### src/rtl/ym_ts_pkg.sv
// Shared types and constants for the TurboSound YM bus sequencer.
package ym_ts_pkg;

    typedef enum logic [1:0] {
        ENT_ADDR = 2'd0,
        ENT_DATA = 2'd1,
        ENT_SEL  = 2'd2
    } ent_type_t;

    typedef enum logic [2:0] {
        IDLE,
        SETUP,
        PULSE,
        HOLD,
        READ
    } fsm_state_t;

    typedef struct packed {
        ent_type_t  kind;
        logic [7:0] data;
    } entry_t;

    localparam logic [15:0] PORT_REG_SEL  = 16'hFFFD;
    localparam logic [15:0] PORT_REG_DATA = 16'hBFFD;
    localparam logic [4:0]  TS_SEL_PREFIX = 5'b11111;

    // The two ports differ only in A14; #FFFD carries both register numbers
    // and TurboSound chip-select commands.
    function automatic entry_t classify(input logic a14, input logic [7:0] d);
        entry_t e;
        e.data = d;
        if (a14 == PORT_REG_DATA[14])
            e.kind = ENT_DATA;
        else if (d[7:3] == TS_SEL_PREFIX)
            e.kind = ENT_SEL;
        else
            e.kind = ENT_ADDR;
        return e;
    endfunction

endpackage

### src/rtl/ym_ts_fifo.sv
// Small synchronous first-word-fall-through FIFO holding queued YM bus entries.
module ym_ts_fifo #(
    parameter int unsigned DEPTH = 4,
    parameter int unsigned WIDTH = 10
) (
    input  logic             clk,
    input  logic             clr_n,
    input  logic             push,
    input  logic             pop,
    input  logic [WIDTH-1:0] wr_data,
    output logic [WIDTH-1:0] rd_data,
    output logic             full,
    output logic             empty
);

    localparam int unsigned AW = (DEPTH > 1) ? $clog2(DEPTH) : 1;

    logic [WIDTH-1:0] mem [DEPTH];
    logic [AW:0]      wr_ptr;
    logic [AW:0]      rd_ptr;
    logic             do_push;
    logic             do_pop;

    assign empty   = (wr_ptr == rd_ptr);
    assign full    = (wr_ptr[AW] != rd_ptr[AW]) && (wr_ptr[AW-1:0] == rd_ptr[AW-1:0]);
    // A pop in the same cycle frees the slot, so a push while full is still taken.
    assign do_push = push && (!full || pop);
    assign do_pop  = pop && !empty;
    assign rd_data = mem[rd_ptr[AW-1:0]];

    always_ff @(posedge clk or negedge clr_n) begin
        if (!clr_n) begin
            wr_ptr <= '0;
            rd_ptr <= '0;
        end else begin
            if (do_push)
                wr_ptr <= wr_ptr + (AW+1)'(1);
            if (do_pop)
                rd_ptr <= rd_ptr + (AW+1)'(1);
        end
    end

    always_ff @(posedge clk) begin
        if (do_push)
            mem[wr_ptr[AW-1:0]] <= wr_data;
    end

endmodule

### src/rtl/ym_ts_bus_sequencer.sv
// TurboSound bus controller: queues CPU OUTs to #FFFD/#BFFD and replays them
// as timed address-latch / data-write cycles on the shared YM2149 bus.
module ym_ts_bus_sequencer
    import ym_ts_pkg::*;
#(
    parameter int unsigned DEPTH     = 4,
    parameter int unsigned SETUP_CYC = 1,
    parameter int unsigned PULSE_CYC = 2
) (
    input  logic       cpu_clock,
    input  logic       reset,
    input  logic       iorq,
    input  logic       wr,
    input  logic       m1,
    input  logic       a15,
    input  logic       a14,
    input  logic       a1,
    input  logic [7:0] d,
    output logic       ym_bdir,
    output logic       ym_bc1,
    output logic [1:0] ym_sel,
    output logic [7:0] ym_dout,
    output logic       ym_doe,
    output logic       wait_n,
    output logic       busy,
    output logic       ovf
);

    logic       io_wr;
    logic       io_rd;
    logic       io_wr_q;
    logic       push_q;
    entry_t     push_entry;
    entry_t     head;
    entry_t     cur;
    entry_t     cur_n;
    logic [$bits(entry_t)-1:0] rd_data;
    logic       fifo_full;
    logic       fifo_empty;
    logic       fifo_pop;
    fsm_state_t state;
    fsm_state_t state_n;
    logic [2:0] cnt;
    logic [2:0] cnt_n;
    logic [1:0] sel;
    logic [1:0] sel_n;

    assign io_wr = !iorq && !wr && m1 && a15 && !a1;
    assign io_rd = !iorq && wr && m1 && a15 && (a14 == PORT_REG_SEL[14]) && !a1;

    // One event per OUT: rising edge of the sampled decode, entry pushed a cycle later.
    always_ff @(posedge cpu_clock or negedge reset) begin
        if (!reset) begin
            io_wr_q    <= 1'b0;
            push_q     <= 1'b0;
            push_entry <= '0;
            ovf        <= 1'b0;
        end else begin
            io_wr_q    <= io_wr;
            push_q     <= io_wr && !io_wr_q;
            push_entry <= classify(a14, d);
            if (push_q && fifo_full && !fifo_pop)
                ovf <= 1'b1;
        end
    end

    ym_ts_fifo #(
        .DEPTH(DEPTH),
        .WIDTH($bits(entry_t))
    ) u_fifo (
        .clk    (cpu_clock),
        .clr_n  (reset),
        .push   (push_q),
        .pop    (fifo_pop),
        .wr_data(push_entry),
        .rd_data(rd_data),
        .full   (fifo_full),
        .empty  (fifo_empty)
    );

    assign head = entry_t'(rd_data);

    always_ff @(posedge cpu_clock or negedge reset) begin
        if (!reset) begin
            state <= IDLE;
            cnt   <= '0;
            cur   <= '0;
            sel   <= 2'b10;
        end else begin
            state <= state_n;
            cnt   <= cnt_n;
            cur   <= cur_n;
            sel   <= sel_n;
        end
    end

    always_comb begin
        state_n  = state;
        cnt_n    = cnt;
        cur_n    = cur;
        sel_n    = sel;
        fifo_pop = 1'b0;
        case (state)
            IDLE: begin
                if (!fifo_empty) begin
                    fifo_pop = 1'b1;
                    if (head.kind == ENT_SEL) begin
                        // d[0] is the chip number; ym_sel is active low.
                        sel_n = head.data[0] ? 2'b01 : 2'b10;
                    end else begin
                        cur_n   = head;
                        cnt_n   = 3'(SETUP_CYC - 1);
                        state_n = SETUP;
                    end
                end else if (io_rd) begin
                    state_n = READ;
                end
            end
            SETUP: begin
                if (cnt == 3'd0) begin
                    cnt_n   = 3'(PULSE_CYC - 1);
                    state_n = PULSE;
                end else begin
                    cnt_n = cnt - 3'd1;
                end
            end
            PULSE: begin
                if (cnt == 3'd0)
                    state_n = HOLD;
                else
                    cnt_n = cnt - 3'd1;
            end
            HOLD: state_n = IDLE;
            READ: begin
                if (!io_rd)
                    state_n = IDLE;
            end
            default: state_n = IDLE;
        endcase
    end

    assign ym_bdir = (state == PULSE);
    assign ym_bc1  = ((state == PULSE) && (cur.kind == ENT_ADDR)) || (state == READ);
    assign ym_doe  = (state == SETUP) || (state == PULSE) || (state == HOLD);
    assign ym_dout = cur.data;
    assign ym_sel  = sel;
    assign wait_n  = !(io_rd && (!fifo_empty || ((state != IDLE) && (state != READ))));
    assign busy    = (state != IDLE) || !fifo_empty;

endmodule

### config.mk
export PLATFORM = sky130hd
export DESIGN_NAME = ym_ts_bus_sequencer
export DESIGN_NICKNAME = d
export VERILOG_FILES = /design/src/rtl/ym_ts_pkg.sv /design/src/rtl/ym_ts_fifo.sv /design/src/rtl/ym_ts_bus_sequencer.sv
export SDC_FILE = /design/constraint.sdc
export NUM_CORES = 1
export LEC_CHECK = 0
export BUFFER_PORTS_ARGS = -buffer_cell sky130_fd_sc_hd__clkbuf_2
export CAP_MARGIN = 40
export CORE_MARGIN = 2
export CORE_UTILIZATION = 45
export CTS_CLUSTER_DIAMETER = 60
export DETAILED_ROUTE_END_ITERATION = 8
export GPL_TIMING_DRIVEN = 0
export PLACE_DENSITY_LB_ADDON = 0.2
export SYNTH_ARGS = -nofsm -noshare
export SYNTH_HDL_FRONTEND = slang
export SYNTH_SLANG_ARGS = --single-unit
### constraint.sdc
create_clock -name cpu_clock -period 4.67 [get_ports cpu_clock]
set_input_delay 0 -clock cpu_clock [delete_from_list [all_inputs] [get_ports cpu_clock]]
set_output_delay 0 -clock cpu_clock [all_outputs]
set_load 0.005 [all_outputs]
==> results.json, run 1 <==
{
  "status": "complete, no violations",
  "worst_pin_slew_ps": 646,
  "critPathLaunchType": "register",
  "combinationalPowerShare": 0.351,
  "power_frac_seq": 0.440,
  "regArea_mm2": 0.00213,
  "clock_latency_ps": 340,
  "max_slew_margin": 0.566,
  "cts_root_buffer": "clkbuf_8",
  "finalHoldViolations": 0,
  "drv_cap": 0,
  "path_buf_inv": 0,
  "crit_type": "reg2reg",
  "core_area_mm2": 0.00676,
  "ys_warn_count": 0,
  "cts_inserted_buffers": 9,
  "syn2layout_area_growth_pct": 18.7,
  "antenna_cells": 0,
  "grt_use_met2": 0.225,
  "cp_slowest_cell": "nor3_1",
  "ant_nets": 0,
  "num_io_pins": 32,
  "crit_family": "simple AND/OR/NAND/NOR gates",
  "grt_first_pass_wirelength_mm": 8.01,
  "grt.busiest_layer": "met2",
  "wire_per_inst_um": 14.6,
  "routed_wl_mm": 5.00,
  "fin_worst_skew_ps": 10.3,
  "grt_antenna_before_repair": 0,
  "nets": 281,
  "synthCells": 201,
  "cts_tree": "yes",
  "report.final.slew_viol_count": 0,
  "grt_max_degree": 25,
  "num_vias": 1739,
  "netSwitchingFraction": 0.313,
  "synth_top_cell_by_area": "edfxtp_1",
  "peakVddDrop_mv": 0.238,
  "synth_seq_cells": 77,
  "yosysTopAreaCellShare": 0.383,
  "yosys.cell_types.count": 40,
  "powerDensity_mw_per_mm2": 560,
  "grt_pass1_vias": 1659,
  "cts_resized": 0,
  "cts_max_path_buffers": 2,
  "fmax_mhz": 444,
  "total_leakage_power_uw": 0.00154,
  "slowest_delay_ps": 560,
  "crit_path_max_fanout": 11,
  "initial_utilization": 0.464,
  "firstDrtPassIters": 6,
  "synth_nets": 224,
  "finalSetupTns_ps": 0,
  "path_cells": "nor3_1 -> o31a_1 -> and2_1",
  "clock_sink_count": 77,
  "die_y_um": 87.4,
  "syn_area_per_cell_um2": 15.6,
  "cts_htree_levels": 3,
  "power.internal_uw": 1430,
  "cp-end-kind": "register",
  "post-dp-hpwl_mm": 3.38,
  "clkPwrFrac": 0.209,
  "cp_data_required_time_ps": 4650,
  "rows": 30,
  "vias_per_cell": 5.07,
  "syn_area_mm2": 0.00313,
  "drive_above_1_share": 0.308,
  "gp_congestion": 0.749,
  "clk_pin_slew_ps": 80,
  "portBuffers": 31,
  "gr-total-overflow": 0,
  "seq_area_frac_synth": 0.679,
  "period_share": 0.482,
  "multiInputGateArea_um2": 886,
  "fin_util": 0.550,
  "fillCellCount": 562,
  "gr-usage-all-layers": 0.144,
  "dieArea_mm2": 0.00765,
  "hp-class": "in2async",
  "use_met3": 0.0370,
  "die_w_um": 87.4,
  "ys_top_cells_by_area": "edfxtp_1 (38%), dfrtp_1 (29%), mux4_2 (6.5%), mux2_2 (3.2%), ha_1 (2.8%)",
  "switching_power_uw": 652,
  "use_met1": 0.188,
  "cp.arrival_ps": 2230,
  "setup_viol_count_final": 0,
  "drtIter0Drc": 103,
  "rsz0062_at_grt": "false",
  "layout_min_cycle_time_ps": 2250,
  "drc": 0
}
[sequential cells by signal, indices dropped and copies added (netlist names)]
name / count
cnt: 3
cur: 2
io_wr_q: 1
ovf: 1
push_entry: 10
push_q: 1
state: 3
u_fifo.mem: 40
u_fifo.rd_ptr: 3
u_fifo.wr_ptr: 3
ym_dout: 8
ym_sel: 2
[timing repair]
item	4_1_cts	5_1_grt
hold buffers	14	0
buffers inserted	0	0
endpoints found under the hold margin	49	0
[power by group through the flow]
stage | sequential, µW | clock, µW | combinational, µW
after floorplan | 910 | 0 | 565
after global placement | 928 | 0 | 716
after detailed placement | 933 | 0 | 727
after CTS | 917 | 446 | 740
after global routing | 933 | 478 | 812
final | 915 | 435 | 730
[Yosys cell counts]
master,n
a2111oi_0,1
a211oi_1,1
a21boi_2,1
a21o_1,2
a21oi_1,4
and2_1,5
and3_1,2
buf_2,2
buf_4,8
buf_6,1
clkbuf_1,2
dfrtp_1,36
dfstp_2,1
edfxtp_1,40
ha_1,7
inv_1,8
mux2_2,9
mux2_4,1
mux4_1,1
mux4_2,9
nand2_1,13
nand2_2,1
nand2b_1,3
nand2b_2,1
nand3_1,2
nand3b_1,1
nand4_1,1
nor2_1,9
nor2b_1,4
nor3_1,2
nor4_1,3
o211a_1,1
o21a_1,2
o21ai_0,6
o31a_1,1
o31ai_1,1
o41ai_1,1
or3_4,1
xnor2_1,6
xor2_1,1
[worst reg2reg max path: cells and delay by family (launching register included)]
| family | cells | cell delay (ps) |
|---|---|---|
| AOI/OAI and AO/OA | 1 | 340 |
| and+or+nand+nor | 2 | 1100 |
| DFF | 1 | 450 |
[layout by cell type, fill, tap and decap left out, drive strengths merged, types with 2 or more instances in the layout]
master,count
clkinvlp,2
ha,7
nor2b,4
nor3,2
nor2,9
and2,5
mux2,10
and3,2
buf,12
dlygate4sd3,14
a21oi,4
nor4,3
nand2b,4
inv,9
o21a,2
dfrtp,36
nand2,14
mux4,10
nand3,2
clkbuf,44
clkinv,2
o21ai,6
xnor2,6
a21o,2
edfxtp,40
[area by class of cell]
class | instances | area share
plain buffers | 13 | 0.0239
clock buffers | 11 | 0.0353
clock inverters | 5 | 0.0101
inverters | 8 | 0.00808
multi-input cells | 103 | 0.238
flip-flops and latches | 77 | 0.573
well taps | 80 | 0.0269
repair buffers | 46 | 0.0848
[layer usage]
layer | wire length, µm | share of wire | vias to the layer above
met5 | 0 | 0 | -
met4 | 82 | 0.016 | 0
met3 | 152 | 0.030 | 9
met2 | 2460 | 0.49 | 24
met1 | 2300 | 0.46 | 859
li1 | - | - | 847
[final timing paths]
path	from	end	slack, ps	cells after the start
worst max-delay path	state[0]$_DFFE_PN0P_	u_fifo.mem[3][8]$_DFFE_PP_	2420	3
worst min-delay path	reset	ym_dout[5]$_DFFE_PN0P_	120	2
worst max register to register	state[0]$_DFFE_PN0P_	u_fifo.mem[3][8]$_DFFE_PP_	2420	3
worst min register to register	io_wr_q$_DFF_PN0_	push_q$_DFF_PN0_	390	1
max in group asynchronous	reset	ym_sel[1]$_DFFE_PN1P_	4010	3
min in group cpu_clock	d[1]	push_entry[1]$_DFF_PN0_	300	2
[stage by stage]
stage	instances	instance area, µm²	hold WS [ps]	total power (µW)	setup slack, ps
floorplan	201	3130	-296	1470	2740
global placement	312	3390	109	1640	2420
detailed placement	313	3410	-43.7	1660	2400
CTS	343	3720	120	2100	2380
global route	343	3720	156	2220	2210
finish	343	3720	118	2080	2420
[cells by family (layout without fill, tap and decap cells)]
group,Yosys count,after routing,synth area share
buffers and inverters,21,83,0.0379
DFF,77,77,0.679
AOI/OAI and AO/OA,21,21,0.0455
adders and majority gates,7,7,0.0280
and+or+nand+nor,48,48,0.0795
muxes,20,20,0.110
xor gates and xnor gates,7,7,0.0196
Note: power is estimated with default switching activity, not from simulation.
==> run 2, diff against run 1 <==
--- a/config.mk
+++ b/config.mk
@@ -5,6 +5,7 @@
 export SDC_FILE = /design/constraint.sdc
 export NUM_CORES = 1
 export LEC_CHECK = 0
+export ABC_AREA = 1
 export BUFFER_PORTS_ARGS = -buffer_cell sky130_fd_sc_hd__clkbuf_2
 export CAP_MARGIN = 40
 export CORE_MARGIN = 2
==> constraint.sdc (replaced) <==
create_clock -name cpu_clock -period 2.3 [get_ports cpu_clock]
set_input_delay 0 -clock cpu_clock [delete_from_list [all_inputs] [get_ports cpu_clock]]
set_output_delay 0 -clock cpu_clock [all_outputs]
set_load 0.005 [all_outputs]
==> run 2 against run 1 <==
Against the previous run:
- wire length up 23%
- critical path depth is 5 higher
- sequential power increased by 100%
- non-clock buffer count up 7
- clock power increased by 110%
- sequential cell count unchanged
- global-route usage increased by 2.1 points
- die area is 6.3% higher
- maximum frequency is 12% higher
- combinational power rose to 2.8 times the previous value
- register-to-register slack got worse by 2100 ps
- synthesized cell count is 54% higher
- largest power group is now combinational logic
==> results.json, run 2 <==
{
  "powerDensity_mw_per_mm2": 1210,
  "synthFlopType": "edfxtp_1",
  "postCtsSetupBuffers": 0,
  "layout_min_cycle_time_ps": 2010,
  "hp-class": "in2reg",
  "rsz0062_at_grt": "false",
  "drive_above_1_share": 0.243,
  "grt_pass1_vias": 2151,
  "drv_cap": 0,
  "rows": 31,
  "dpl.cell_count": 443,
  "grt_max_degree": 23,
  "total_leakage_power_uw": 0.00180,
  "core_area_mm2": 0.00721,
  "total_power_uw": 4850,
  "cp_data_required_time_ps": 2370,
  "cp-end-kind": "register",
  "synth_top_cell_by_area": "edfxtp_1",
  "crit_type": "reg2reg",
  "finalHoldViolations": 0,
  "clock_sink_count": 77,
  "grt_antenna_before_repair": 0,
  "synth_most_common_cell": "nand2_1",
  "dieArea_mm2": 0.00813,
  "r2r_start": "state[0]$_DFFE_PN0P_",
  "cts_max_path_buffers": 2,
  "seq_area_frac_synth": 0.637,
  "synth_nets": 332,
  "synth_commonest_cells": "nand2_1 (66), edfxtp_1 (40), dfrtp_1 (36)",
  "nets": 393,
  "ff2ff_setup_slack_ps": 290,
  "crit_path_max_fanout": 7,
  "synthCells": 309,
  "rr_worst_depth": 8,
  "hp-start": "m1",
  "clk_pin_slew_ps": 80,
  "synth_seq_cells": 77,
  "syn_area_per_cell_um2": 10.8,
  "grt_first_pass_wirelength_mm": 10.5,
  "fin_worst_skew_ps": 12.8,
  "clock_latency_ps": 350,
  "status": "complete, no violations",
  "portBuffers": 31,
  "routed_wl_mm": 6.14,
  "die_w_um": 90.2,
  "largest_reg_flops": 40,
  "report.final.slew_viol_count": 0,
  "drtIter0Drc": 93,
  "worst_hold_path.endpoint": "state[2]$_DFFE_PN0P_",
  "ys_top_cells_by_area": "edfxtp_1 (36%), dfrtp_1 (27%), nand2_1 (7.4%), nor2_1 (3.4%), o21ai_0 (3.0%)",
  "critPathLaunchType": "register",
  "num_vias": 2226,
  "worstHoldPathCells": 5,
  "cp.arrival_ps": 2070,
  "gp_congestion": 0.790,
  "yosysTopAreaCellShare": 0.360,
  "firstDrtPassIters": 4,
  "peakVddDrop_mv": 0.415,
  "cts_inserted_buffers": 9,
  "yosys.cell_types.count": 31,
  "period_share": 0.872,
  "wire_per_inst_um": 13.0,
  "max_slew_margin": 0.647,
  "post-dp-hpwl_mm": 4.33,
  "layout_commonest_cell": "nand2_1",
  "finalSetupTns_ps": 0,
  "synth_edf_count": 40,
  "gr-total-overflow": 0,
  "cts_root_buffer": "clkbuf_8",
  "reg2reg_to": "u_fifo.mem[1][0]$_DFFE_PP_",
  "gr-usage-all-layers": 0.165,
  "vias_per_cell": 4.70,
  "num_io_pins": 32,
  "syn_area_mm2": 0.00334,
  "fillCellCount": 662,
  "cts_tree": "yes",
  "drc": 0,
  "syn2layout_area_growth_pct": 19.4,
  "fmax_mhz": 498,
  "die_y_um": 90.2,
  "ys_warn_count": 0,
  "final_cell_mix": "nand2_1 (66), edfxtp_1 (40), dfrtp_1 (36)",
  "antenna_cells": 0,
  "ant_nets": 0,
  "async_flop_share": 0.481,
  "initial_utilization": 0.463,
  "cts_htree_levels": 3,
  "stdcell_count": 474,
  "setup_viol_count_final": 0,
  "worst_pin_slew_ps": 528
}
## run 2: how the worst max path moves through the flow
stage / from / end / slack [ps] / cells after the start
5_1_grt: state[2]$_DFFE_PN0P_ / u_fifo.mem[2][1]$_DFFE_PP_ / 90 / 8
2_1_floorplan: state[0]$_DFFE_PN0P_ / u_fifo.mem[0][0]$_DFFE_PP_ / 530 / 7
4_1_cts: state[0]$_DFFE_PN0P_ / u_fifo.mem[1][9]$_DFFE_PP_ / 260 / 8
3_3_place_gp: state[2]$_DFFE_PN0P_ / u_fifo.mem[0][7]$_DFFE_PP_ / 100 / 7
6_report: state[0]$_DFFE_PN0P_ / u_fifo.mem[1][0]$_DFFE_PP_ / 290 / 8
3_5_place_dp: state[0]$_DFFE_PN0P_ / u_fifo.mem[1][5]$_DFFE_PP_ / 270 / 8
## run 2: where the power goes
group	internal [µW]	switching (µW)	total [µW]	leakage, µW
Combinational	826	1250	2080	0.000899
Clock	398	506	904	0.0000803
Sequential	1700	169	1870	0.000819
Total	2920	1920	4850	0.00180
## run 2: layout make-up
cell class,count,area [µm²],area share
multi-input cells,185,975,0.244
clock buffers,11,131,0.0329
inverters,31,116,0.0292
repair buffers,50,355,0.0891
plain buffers,16,121,0.0304
well taps,99,124,0.0311
clock inverters,5,37.5,0.00941
flip-flops and latches,77,2130,0.534
## run 2: cell families after synthesis
family,after synthesis,synth area share
AOI/OAI and AO/OA,41,0.0700
xor gates and xnor gates,5,0.0131
adders and majority gates,7,0.0262
buffers and inverters,47,0.0712
DFF,77,0.637
and+or+nand+nor,132,0.182
## run 2: metal layers
metal  vias up  routed length (µm)  share of wire  GRT usage
li1       1136                   -              -          -
met5         -                   0              0          0
met4         0                 114          0.019     0.0679
met2        42                2880           0.47      0.264
met1      1038                2960           0.48      0.223
met3        10                 179          0.029     0.0319
## run 2: metrics by stage
stage | instance area, µm² | util | worst slack [ps] | hold slack, ps
2_1_floorplan | 3340 | - | 527 | -296
3_3_place_gp | 3620 | 0.502 | 97.9 | 108
3_5_place_dp | 3670 | 0.509 | 266 | -13.6
4_1_cts | 3990 | 0.553 | 258 | 5.63
5_1_grt | 3990 | 0.553 | 91.6 | 60.3
6_report | 3990 | 0.553 | 294 | 15.6
## run 2: timing repair
action	4_1_cts	5_1_grt
resized for setup	0	0
hold endpoints to repair	48	0
hold buffers	15	0
## run 2: worst max-delay path, stage by stage (launching register included)
cell and delay (ps):
dfrtp_1 400, inv_1 110, nand2_2 90, nor2_4 160, nor2_1 80, nand2_1 70
nand2_2 120, nor2_1 440, buf_4 250
==> run 3, diff against run 2 <==
--- a/config.mk
+++ b/config.mk
@@ -14,6 +14,7 @@
 export DETAILED_ROUTE_END_ITERATION = 8
 export GPL_TIMING_DRIVEN = 0
 export PLACE_DENSITY_LB_ADDON = 0.2
+export SETUP_SLACK_MARGIN = 0.5
 export SYNTH_ARGS = -nofsm -noshare
 export SYNTH_HDL_FRONTEND = slang
 export SYNTH_SLANG_ARGS = --single-unit
==> constraint.sdc (replaced) <==
create_clock -name cpu_clock -period 2.3 [get_ports cpu_clock]
set_input_delay 0.115 -clock cpu_clock [delete_from_list [all_inputs] [get_ports cpu_clock]]
set_output_delay 0.115 -clock cpu_clock [all_outputs]
set_load 0.005 [all_outputs]
==> run 3 against run 2 <==
Against the previous run:
- clock skew shrank 0.89 ps
- maximum frequency rose by 20%
- non-clock buffer count did not move
- global-route usage decreased by 0.085 points
- utilization rose by 0.40 points
- largest power group unchanged
- clock power fell by 0.4%
- die area did not move
- final cell count unchanged
- register-to-register slack improved by 330 ps
- design area up 0.72%
- worst setup slack better by 330 ps
==> results.json, run 3 (same netlist as run 2, synthesis figures left out) <==
{
  "setup_ws_ps": 627,
  "critPathMostFrequentCell": "nand2_1",
  "cp_data_required_time_ps": 2180,
  "portBuffers": 31,
  "drive_above_1_share": 0.267,
  "stdcell_count": 474,
  "clk_pin_slew_ps": 80,
  "syn2layout_area_growth_pct": 20.3,
  "clock_sink_count": 77,
  "setup_viol_count_final": 0,
  "final_area_mm2": 0.00402,
  "period_share": 0.727,
  "ff2ff_setup_slack_ps": 630,
  "hp-start": "a14",
  "reg2reg_to": "u_fifo.mem[0][8]$_DFFE_PP_",
  "report.final.slew_viol_count": 0,
  "hp-class": "in2reg",
  "grt_antenna_before_repair": 0,
  "rows": 31,
  "cts_tree": "yes",
  "ant_nets": 0,
  "worstHoldPathCells": 2,
  "r2r_start": "state[0]$_DFFE_PN0P_",
  "dieArea_mm2": 0.00813,
  "peakVddDrop_mv": 0.418,
  "worst_pin_slew_ps": 505,
  "layout_commonest_cell": "nand2_1",
  "gp_congestion": 0.790,
  "cp_slowest_cell": "dfrtp_1",
  "wire_per_inst_um": 13.2,
  "final_cell_mix": "nand2_1 (66), edfxtp_1 (40), dfrtp_1 (35)",
  "finalSetupTns_ps": 0,
  "cp.arrival_ps": 1560,
  "core_area_mm2": 0.00721,
  "crit_path_max_fanout": 5,
  "status": "complete, no violations",
  "crit_family": "flip-flops",
  "worst_hold_path.endpoint": "push_entry[8]$_DFF_PN0_",
  "powerDensity_mw_per_mm2": 1210,
  "total_power_uw": 4870,
  "total_leakage_power_uw": 0.00181,
  "placed_area_mm2": 0.00367,
  "rsz0062_at_grt": "false",
  "path_cells": "inv_1 -> nand2_1 -> nand2_1 -> nand3_2 -> o21ai_0 -> clkbuf_2",
  "drv_cap": 0,
  "crit_type": "reg2out",
  "grt_max_degree": 23,
  "post-dp-hpwl_mm": 4.33,
  "grt_first_pass_wirelength_mm": 10.4,
  "fin_worst_skew_ps": 11.9,
  "antenna_cells": 0,
  "gr-total-overflow": 0,
  "fmax_mhz": 598,
  "clock_latency_ps": 350,
  "cp-end-kind": "output pin",
  "drc": 0,
  "slowest_delay_ps": 430,
  "cts_max_path_buffers": 2,
  "routed_wl_mm": 6.28,
  "num_vias": 2251,
  "dpl.cell_count": 443,
  "cts_root_buffer": "clkbuf_8",
  "die_y_um": 90.2,
  "max_slew_margin": 0.663,
  "cts_inserted_buffers": 9,
  "dpl_worst_slack_ps": 266,
  "path_buf_inv": 2,
  "nets": 393,
  "gr-usage-all-layers": 0.164,
  "critPathLaunchType": "register",
  "rr_worst_depth": 8,
  "layout_min_cycle_time_ps": 1670,
  "initial_utilization": 0.463,
  "firstDrtPassIters": 5,
  "largest_reg_flops": 40,
  "vias_per_cell": 4.75,
  "finalHoldViolations": 0,
  "fillCellCount": 655,
  "drtIter0Drc": 106,
  "num_io_pins": 32,
  "grt_pass1_vias": 2156,
  "die_w_um": 90.2,
  "cts_htree_levels": 3
}
-- run 3: routing by layer --
metal	up-vias	global-route usage	wire length [µm]
li1	1138	-	-
met1	1054	0.221	2910
met2	51	0.262	3050
met3	8	0.0319	251
met4	0	0.0718	68
met5	-	0	0
-- run 3: final cells by class --
class | count | area [µm²] | share of cell area
multi-input combinational | 185 | 1000 | 0.249
clock inverter | 5 | 37.5 | 0.00934
buffer | 16 | 121 | 0.0302
clock buffer | 11 | 131 | 0.0327
tap | 99 | 124 | 0.0308
sequential | 77 | 2130 | 0.530
inverter | 31 | 116 | 0.0290
timing repair buffer | 50 | 355 | 0.0884
-- run 3: how the worst max path moves through the flow --
stage                                             from                    endpoint  slack [ps]  cells past startpoint
after floorplan                   state[0]$_DFFE_PN0P_  u_fifo.mem[0][0]$_DFFE_PP_         530                      7
after global placement            state[2]$_DFFE_PN0P_  u_fifo.mem[0][7]$_DFFE_PP_         100                      7
after detailed placement          state[0]$_DFFE_PN0P_  u_fifo.mem[1][5]$_DFFE_PP_         270                      8
after CTS                         state[0]$_DFFE_PN0P_  u_fifo.mem[1][9]$_DFFE_PP_         410                      8
after global routing      u_fifo.wr_ptr[1]$_DFFE_PN0P_                        busy         510                      6
final                     u_fifo.wr_ptr[1]$_DFFE_PN0P_                      wait_n         630                      6
-- run 3: through the flow --
step            util  hold WS [ps]
6_report       0.557          3.14
5_1_grt        0.557          8.97
4_1_cts        0.547          5.27
3_5_place_dp   0.509           101
3_3_place_gp   0.502           223
2_1_floorplan      -          -181
-- run 3: worst register-to-register path, delay by kind of cell, from the launching register on --
family	cells	cell delay, ps
and+or+nand+nor	6	690
DFF	1	400
buffers and inverters	2	290
-- run 3: power by group --
group          switching (µW)  internal, µW  total, µW
registers                 169          1700       1870
logic                    1270           827       2100
clock network             502           398        900
-- run 3: repair_timing --
| action | 4_1_cts | 5_1_grt |
|---|---|---|
| gates resized for setup | 3 | 5 |
| pin swaps | 0 | 4 |
| buffers inserted | 0 | 5 |
| hold buffers | 10 | 0 |
| endpoints found under the hold margin | 26 | 0 |
| setup endpoints to repair | 26 | 42 |
